## src/rtl/mod_counter_ctrl.sv

```systemverilog
`default_nettype none
// ============================================================================
//  Module   : mod_counter_ctrl
//  Purpose  : Sequencing controller for a programmable mod-N up-counter.
//             A modulus and a period count are loaded through a valid/ready
//             handshake, then the count runs with pause and abort control,
//             flagging every wrap (tc_o) and the normal end of a run (done_o).
//  Revision : 1.0 - initial release
// ============================================================================
module mod_counter_ctrl #(
  parameter int WIDTH = 4,
  parameter int REP_W = 8
) (
  input  logic             clk_i,
  input  logic             rst_n_i,
  input  logic             cfg_valid_i,
  output logic             cfg_ready_o,
  input  logic [WIDTH-1:0] cfg_mod_i,
  input  logic [REP_W-1:0] cfg_reps_i,
  input  logic             pause_i,
  input  logic             abort_i,
  output logic [WIDTH-1:0] q_o,
  output logic             tc_o,
  output logic             busy_o,
  output logic             done_o
);

  // Controller states
  localparam logic [1:0] c_S_IDLE = 2'd0;
  localparam logic [1:0] c_S_RUN  = 2'd1;
  localparam logic [1:0] c_S_DONE = 2'd2;

  // Arithmetic constants sized to their operands
  localparam logic [WIDTH:0]   c_MOD_MIN = 2;
  localparam logic [WIDTH:0]   c_MOD_ONE = 1;
  localparam logic [WIDTH-1:0] c_Q_ONE   = 1;
  localparam logic [REP_W-1:0] c_PER_ONE = 1;

  logic [1:0]       r_state;
  logic [WIDTH-1:0] r_q;
  // One bit wider than the count so that a modulus of 2^WIDTH is representable
  logic [WIDTH:0]   r_mod;
  logic [REP_W-1:0] r_reps;
  logic [REP_W-1:0] r_per;

  logic [WIDTH:0]   w_mod_in;
  logic [WIDTH:0]   w_mod_clamped;
  logic             w_last;
  logic [REP_W-1:0] w_per_inc;

  // Zero-extend the requested modulus; 0 and 1 both clamp up to 2
  assign w_mod_in      = {1'b0, cfg_mod_i};
  assign w_mod_clamped = (w_mod_in < c_MOD_MIN) ? c_MOD_MIN : w_mod_in;

  // Count is at its final value for this period
  assign w_last    = ({1'b0, r_q} == (r_mod - c_MOD_ONE));
  assign w_per_inc = r_per + c_PER_ONE;

  // Status decode; tc_o only fires on an edge that actually advances the count
  assign cfg_ready_o = (r_state == c_S_IDLE);
  assign busy_o      = (r_state == c_S_RUN);
  assign done_o      = (r_state == c_S_DONE);
  assign tc_o        = (r_state == c_S_RUN) && !pause_i && w_last;
  assign q_o         = r_q;

  // Sequencer: handshake accept, abort > pause > count, single-cycle DONE
  always_ff @(posedge clk_i or negedge rst_n_i) begin
    if (!rst_n_i) begin
      r_state <= c_S_IDLE;
      r_q     <= '0;
      r_mod   <= c_MOD_MIN;
      r_reps  <= '0;
      r_per   <= '0;
    end else begin
      case (r_state)
        c_S_IDLE: begin
          r_q <= '0;
          if (cfg_valid_i) begin
            r_mod   <= w_mod_clamped;
            r_reps  <= cfg_reps_i;
            r_per   <= '0;
            r_state <= c_S_RUN;
          end
        end
        c_S_RUN: begin
          if (abort_i) begin
            r_q     <= '0;
            r_per   <= '0;
            r_state <= c_S_IDLE;
          end else if (!pause_i) begin
            if (w_last) begin
              r_q <= '0;
              // A zero period count means free-running: never compared
              if (r_reps != '0) begin
                r_per <= w_per_inc;
                if (w_per_inc == r_reps) begin
                  r_state <= c_S_DONE;
                end
              end
            end else begin
              r_q <= r_q + c_Q_ONE;
            end
          end
        end
        c_S_DONE: begin
          r_q     <= '0;
          r_state <= c_S_IDLE;
        end
        default: begin
          r_q     <= '0;
          r_state <= c_S_IDLE;
        end
      endcase
    end
  end

endmodule
`default_nettype wire

```

## config.mk

```make
export PLATFORM = sky130hd
export DESIGN_NAME = mod_counter_ctrl
export DESIGN_NICKNAME = d
export VERILOG_FILES = /design/src/rtl/mod_counter_ctrl.sv
export SDC_FILE = /design/constraint.sdc
export NUM_CORES = 1
export LEC_CHECK = 0
export BUFFER_PORTS_ARGS = -buffer_cell sky130_fd_sc_hd__buf_2
export CAP_MARGIN = 40
export CORE_MARGIN = 5
export CORE_UTILIZATION = 38
export DETAILED_ROUTE_END_ITERATION = 8
export HOLD_SLACK_MARGIN = 0.05
export PLACE_DENSITY = 0.63
export SYNTH_ARGS = -nofsm -noshare
export SYNTH_HDL_FRONTEND = slang
export SYNTH_SLANG_ARGS = --single-unit
export TNS_END_PERCENT = 20
```

## constraint.sdc

```tcl
create_clock -name clk_i -period 7.1 [get_ports clk_i]
set_input_delay 0.355 -clock clk_i [delete_from_list [all_inputs] [get_ports clk_i]]
set_output_delay 0.355 -clock clk_i [all_outputs]
set_load 0.01 [all_outputs]
```

Yosys cells after proc, flatten, opt, wreduce, memory -nomap -nowiden
Cells that the tools add are included.

word-level totals
  flip-flop bits (word level) = 27
  latch bits = 0
  bits in writable memories = 0
  memory bits (read-only) = 0
  bits of input ports = 17
  output and inout bits = 8
  memories kept = 0

cells by class
  $add $sub $neg = 3
  $mul = 0
  div/mod/pow operators = 0
  order comparisons = 1
  equality and inequality tests = 9
  shift operators = 0
  muxes and demuxes = 18
  bitwise logic cells = 0
  reductions and logical operators = 9

operator list
  kind                                                                           number
  8-bit 2-to-1 mux                                                               5
  4-bit 2-to-1 mux                                                               5
  8-bit case mux with 2 select lines                                             1
  2-bit 2-to-1 mux                                                               6
  5-bit AND reduction                                                            2
  3-bit by 2-bit != test with 1-bit output (second input constant)               3
  8-bit by 1-bit adder with 8-bit output (second input constant)                 1
  8-bit equality test                                                            1
  8-bit nonzero test                                                             1
  4-bit by 5-bit equality test with 1-bit output                                 1
  5-bit by 1-bit subtractor with 5-bit output (second input constant)            1
  4-bit by 1-bit adder with 4-bit output (second input constant)                 1
  4-bit by 2-bit less-than comparator with 1-bit output (second input constant)  1
  2-bit case mux with 2 select lines                                             1
  3-bit != test (second input constant)                                          1
  2-bit by 1-bit equality test with 1-bit output (second input constant)         1
  2-bit equality test (second input constant)                                    1
  1-bit logical AND                                                              2
  2-bit zero test                                                                1
  2-bit != test (second input constant)                                          1
  2-bit AND reduction                                                            1
  2-bit nonzero test                                                             1
  1-bit zero test                                                                1

Logic depth before layout (Yosys ltp)
Gate-level depths: netlist of the first run.

  word-level depth = 8
  depth in mapped cells = 9
  mapped depth without buffers = 8

Worst setup path before layout of the first run
No wires, ideal clock.

  path type = register to register
  start = register r_per[0]
  end = register r_state[0]
  setup time = 0.124 ns
  arrival = 2.146 ns
  data required time = 6.976 ns
  path slack = 4.830 ns
  stages on the path, launching flop included = 8
  clock period less this slack = 2.270 ns
  cells stage by stage = dfrtp_1 ha_1 xor3_1 or3_1 a211oi_2 nor3_1 o31a_1 a211o_1

between the ends
  longest elaborated chain between the ends = 4

RTL lines
  item                                                line  source
  start: declaration                                  44    logic [REP_W-1:0] r_per;
  start signal: assignment                            95    r_per <= w_per_inc;
  8-bit by 1-bit adder with 8-bit output              57    assign w_per_inc = r_per + c_PER_ONE;
  8-bit equality test                                 96    if (w_per_inc == r_reps) begin
  3-bit by 2-bit != test with 1-bit output (no line)  n/a
  5-bit AND reduction (no line)                       n/a
  end signal: assignment                              69    r_state <= c_S_IDLE;
  end signal: assignment                              97    r_state <= c_S_DONE;
  end signal: assignment                              107   r_state <= c_S_IDLE;
  end: declaration                                    39    logic [1:0] r_state;

No other way between the ends.
A chain may end at the register's enable or synchronous reset.

Worst setup path in the final report of the first run
Ends and elaborated chain as after synthesis.

==> results of run 1 <==
==> worst register-to-register path, stage by stage, from the launching register on <==
cell	delay [ps]
dfrtp_1	450
ha_1	320
xor3_1	370
or3_1	330
a211oi_2	180
nor3_1	60
o31a_1	320
a211o_1	280
==> logic make-up (layout without fill, tap and decap cells) <==
logic type	after synthesis	in the layout	share of synthesized area
and+or+nand+nor	65	65	0.2255
adders and majority gates	3	3	0.02317
xor gates and xnor gates	13	13	0.07954
AOI/OAI and AO/OA	35	35	0.1521
muxes	11	11	0.07568
buffers and inverters	11	34	0.04170
DFF	26	26	0.4023
==> routing by layer <==
metal | global-route usage | vias to the layer above | share of wire | routed length, um
met4 | 0.05825 | 0 | 0.016 | 59
li1 | - | 643 | - | -
met2 | 0.2359 | 12 | 0.50 | 1827
met5 | 0 | - | 0 | 0
met1 | 0.1814 | 643 | 0.47 | 1733
met3 | 0.009235 | 4 | 0.014 | 50
==> cell usage in the layout (no fill, tap or decap), drive strengths merged, types with 2 or more instances in the layout <==
cell | Yosys | routed
a21boi | 2 | 2
o31ai | 6 | 6
nor3 | 7 | 7
a21oi | 5 | 5
buf | 3 | 24
nand2 | 6 | 6
nand4 | 3 | 3
a211o | 3 | 3
nor2b | 4 | 4
xor2 | 3 | 3
xnor2 | 9 | 9
a211oi | 2 | 2
nand3b | 2 | 2
and3 | 2 | 2
nor4 | 2 | 2
o21ai | 8 | 8
and2 | 5 | 5
nor2 | 15 | 15
o211ai | 2 | 2
clkbuf | 2 | 3
nand3 | 8 | 8
ha | 3 | 3
dfrtp | 25 | 25
nand2b | 5 | 5
mux2 | 10 | 10
inv | 6 | 6
==> registers in the layout (all words and copies together) (netlist names) <==
register	cells
r_state	2
q_o	4
r_per	8
r_reps	8
r_mod	4
==> worst paths after layout <==
kind | endpoint | slack (ps)
worst max register to register | r_state[0] | 4690
max in group asynchronous | r_per[5] | 6650
worst min-delay path | r_reps[4] | 70
worst max-delay path | r_state[0] | 4690
worst min register to register | r_per[7] | 510
min in group clk_i | r_reps[7] | 290
==> power breakdown <==
part	total [mW]	internal (mW)	switching, mW
logic	0.256	0.121	0.135
registers	0.255	0.196	0.0583
clock network	0.126	0.0755	0.0509
==> area by class of cell <==
| cell class | instances | area [sq um] |
|---|---|---|
| multi-input combinational | 127 | 900.9 |
| clock buffer | 3 | 41.29 |
| tap | 50 | 62.56 |
| inverter | 6 | 22.52 |
| fill | 405 | 2228 |
| sequential | 26 | 651.9 |
| timing repair buffer | 24 | 120.1 |
| clock inverter | 1 | 30.03 |
==> metrics by stage <==
step / utilization / std cells / hold slack, ps / area [sq um]
5_1_grt: 0.4508 / 237 / 125.6 / 1829
2_1_floorplan: - / 164 / 59.41 / 1620
3_3_place_gp: 0.4332 / 233 / 392.6 / 1758
3_5_place_dp: 0.4332 / 233 / 398.6 / 1758
4_1_cts: 0.4508 / 237 / 95.11 / 1829
6_report: 0.4508 / 237 / 67.45 / 1829
==> impl_metrics.yaml, run 1 <==
cts:
  cts_buffers: 3
  cts_hold_buf: 0
  cts.sinks: 26
  clock_path_buffers: 2
  path_clk_slew_ps: 100
  ctsRootBufferMaster: "clkbuf_8"
  cts_tree: "built"
  cts_resized: 0
  cts.htree.levels: 1
  post_cts_buffers: 0
  insertion_delay_ps: 270
worst_setup_path:
  path_max_fanout: 6
  cp_data_arrival_time_ps: 2580
  r2r_start: "r_per[0]"
  criticalPathCategory: "register to register"
  rr_worst_depth: 7
  crit_chain: "ha_1 > xor3_1 > or3_1 > a211oi_2 > nor3_1 > o31a_1 > a211o_1"
  slowest_delay_ps: 450
  cp_num_cells: 7
  setup.worst_path.start_class: "register"
  cp.buffers_inverters: 0
  crit_path_end_kind: "register"
  crit_slowest_cell: "dfrtp_1"
  worstPathRequired_ps: 7270
  cp_top_family: "compound AO/OA/AOI/OAI gates"
  crit_start: "r_per[0]"
power:
  power.density_mw_per_mm2: 348.2
  finalPower_mw: 0.6370
  peakVddDrop_uv: 209.6
  p_leak_nw: 0.7808
final_layout:
  diodes: 0
  area_delta_synth_final_pct: 12.90
  fin_nets: 208
  drive_gt1_frac: 0.1979
detailed_routing:
  wire_per_inst_um: 15.49
  drt.antenna.violating_nets: 0
  routed_wl_um: 3670
  drtPass1Iterations: 4
  avgViaCountPerCell: 5.494
  dr.first_iter.drc_count: 90
  num_vias: 1302
  drc: 0
sta:
  tightest_slew_ps: 617.7
  setup_tns_ps: 0
  report.final.hold_viol_count: 0
  final-setup-viol-count: 0
  rsz0062_at_grt: "no"
  finalMaxSlewViolations: 0
  min_period_ps: 2412
  period_share: 0.3398
  fin_skew_ps: 2.588
  timing.fmax_ghz: 0.4145
  slew_headroom: 0.5882
  setup_ws_ps: 4688
synth:
  synth_flop_cell: "dfrtp_1"
  netlist-cell-type-count: 53
  yosysMostFrequentCell: "dfrtp_1"
  yosysWarningCount: 0
  ys_ff_latch: 26
  syn_area_sq_mm: 0.001620
  synthTopCellsByArea: "dfrtp_1, mux2_1, xnor2_1"
  synth_top_area_frac: 0.3861
  synth-seq-area-share: 0.4023
  synth_nets: 184
  avgSynthCellArea_sq_um: 9.880
  async_flop_share: 1.000
  synth_largest_area_cell: "dfrtp_1"
  synth_cells: 164
  synth-edff-count: 0
  synthTopCellsByCount: "dfrtp_1, nor2_1, mux2_1"
job:
  cap_violations: 0
floorplanning:
  die_area_sq_mm: 0.005670
  rows: 23
  die_y_um: 75.30
  core_area_sq_mm: 0.004058
  start_util: 0.3993
  dieWidth_um: 75.30
  boundaryPins: 25
global_routing:
  grt_usage: 0.1383
  overflow: 0
  grt_pass1_vias: 1311
  grt_pass1_wl_um: 6030
  grt_max_degree: 27
  antenna_found_initial: 0
placed_design:
  dpl.hpwl_um: 2782
  routabilityCongestion: 0.9007
  port_buffers: 24
  place_ws_ps: 4711
status:
  outcome: "complete, no violations"
hold_path:
  hold_class: "primary input to asynchronous set/reset pin"
(Power assumes the default switching activity.)
==> inputs of run 2 (changes only) <==
--- a/config.mk
+++ b/config.mk
@@ -11,7 +11,7 @@
 export CORE_UTILIZATION = 38
 export DETAILED_ROUTE_END_ITERATION = 8
 export HOLD_SLACK_MARGIN = 0.05
-export PLACE_DENSITY = 0.63
+export PLACE_DENSITY = 0.65
 export SYNTH_ARGS = -nofsm -noshare
 export SYNTH_HDL_FRONTEND = slang
 export SYNTH_SLANG_ARGS = --single-unit
==> constraint.sdc (replaced) <==
create_clock -name clk_i -period 2 [get_ports clk_i]
set_input_delay 0.1 -clock clk_i [delete_from_list [all_inputs] [get_ports clk_i]]
set_output_delay 0.1 -clock clk_i [all_outputs]
set_load 0.01 [all_outputs]
==> impl_metrics.yaml, run 2 (synthesis results as in run 1) <==
cts:
  cts.sinks: 26
  ctsRootBufferMaster: "clkbuf_8"
  insertion_delay_ps: 280
  cts_buffers: 3
  clock_path_buffers: 2
  path_clk_slew_ps: 90
  cts.htree.levels: 1
  cts_tree: "built"
global_routing:
  overflow: 0
  grt_pass1_wl_um: 6555
  top_usage_layer: "met2"
  grt_pass1_vias: 1363
  grt.met2_usage: 0.2378
  grt_usage: 0.1513
  grt_max_degree: 27
  antenna_found_initial: 0
  use_met1: 0.2104
  use_met3: 0.02902
sta:
  tightest_slew_ps: 598.8
  period_share: 1.040
  timing.fmax_ghz: 0.4810
  min_period_ps: 2079
  fin_skew_ps: 2.830
  setup_ws_ps: -79.05
  slew_headroom: 0.6008
  rsz0062_at_grt: "yes"
  report.final.hold_viol_count: 0
  finalMaxSlewViolations: 0
  final-setup-viol-count: 2
floorplanning:
  core_area_sq_mm: 0.004058
  dieWidth_um: 75.30
  start_util: 0.3993
  boundaryPins: 25
  rows: 23
  die_y_um: 75.30
  die_area_sq_mm: 0.005670
worst_setup_path:
  rr_worst_depth: 7
  r2r_start: "r_per[1]"
  crit_path_end_kind: "register"
  r2r_end: "r_state[0]"
  regToRegSetupSlack_ps: -80
  criticalPathCategory: "register to register"
  worstPathRequired_ps: 2170
  cp_data_arrival_time_ps: 2250
  path_max_fanout: 2
  setup.worst_path.start_class: "register"
final_layout:
  drive_gt1_frac: 0.3270
  final_util: 0.5270
  top_regs: "r_per: 8 flops, r_reps: 8 flops"
  final_cell_mix: "buf_2, dfrtp_1, buf_4"
  area_delta_synth_final_pct: 31.97
  diodes: 0
  layoutNonFillerInstCount: 261
  fin_nets: 232
detailed_routing:
  num_vias: 1411
  drtPass1Iterations: 4
  routed_wl_um: 3936
  drc: 0
  drt.antenna.violating_nets: 0
  avgViaCountPerCell: 5.406
  wire_per_inst_um: 15.08
  dr.first_iter.drc_count: 60
hold_path:
  min_from: "cfg_mod_i[3]"
  whs_endpoint: "r_mod[3]"
  hold_class: "primary input to register"
  whs_path_depth: 2
job:
  cap_violations: 0
placed_design:
  place_ws_ps: -71.70
  routabilityCongestion: 0.8803
  port_buffers: 24
  dpl.hpwl_um: 2871
  dp_cells: 247
power:
  power.density_mw_per_mm2: 1167
  peakVddDrop_uv: 544.1
  p_leak_nw: 0.9011
status:
  outcome: "finished, violations left"
  violations: "setup timing"
-- run 2: changes by cell type in the layout (fill, tap and decap cells not counted), moves of 3 or more --
cell	previous run	this run
buf_4	0	13
dlygate4sd3_1	0	9
nor2_1	15	12
nor2_2	0	3
o31ai_1	6	1
o31ai_4	0	3
-- run 2: critical path: stages, from the launching register on --
cell and delay, ps:
dfrtp_1 420, ha_4 180, xor3_1 170, or3_1 370, a211oi_2 220, nor3_1 80
o31a_1 270, a211o_1 270
-- run 2: worst max-delay path by stage --
| stage | end | depth (start not counted) | slack (ps) | from |
|---|---|---|---|---|
| detailed placement | r_per[5] | 8 | -70 | r_mod[1] |
| CTS | r_state[0] | 6 | -90 | r_per[6] |
| floorplan | r_state[0] | 6 | -50 | r_per[6] |
| global placement | r_per[5] | 8 | -20 | r_mod[1] |
| global route | tc_o | 8 | -180 | r_mod[1] |
| finish | r_state[0] | 7 | -80 | r_per[1] |
-- run 2: area by class of cell --
class                      instances  area [sq um]
sequential                        26         653.1
timing repair buffer              48         330.3
multi-input combinational        127          1015
fill                             358          1919
clock buffer                       4         55.05
tap                               50         62.56
inverter                           6         22.52
-- run 2: metrics by stage --
stage / power, mW / cell area, sq um / setup TNS, ps / hold WS, ps
final: 2.496 / 2138 / -106.5 / 66.70
after global routing: 2.669 / 2138 / -818.2 / 60.34
after CTS: 2.443 / 2087 / -279.6 / 62.55
after detailed placement: 2.007 / 1889 / -179.0 / 152.1
after global placement: 1.990 / 1889 / -48.66 / 147.0
after floorplan: 1.677 / 1647 / -51.37 / -195.6
-- run 2: report_power, final --
group          internal (mW)  total [mW]  switching (mW)
Combinational          0.643        1.25           0.611
Sequential             0.699       0.888           0.190
Clock                  0.177       0.354           0.177
-- run 2: metal layers --
layer / wire length, um / up-vias
li1: - / 693
met1: 1778 / 676
met2: 1873 / 35
met3: 219 / 7
met4: 64 / 0
met5: 0 / -
-- run 2: what timing repair did --
action,in CTS,in global routing
buffers inserted,1,0
hold buffers,9,0
setup endpoints to repair,7,13
gates resized for setup,9,10
endpoints found under the hold margin,33,0
pin swaps,6,4
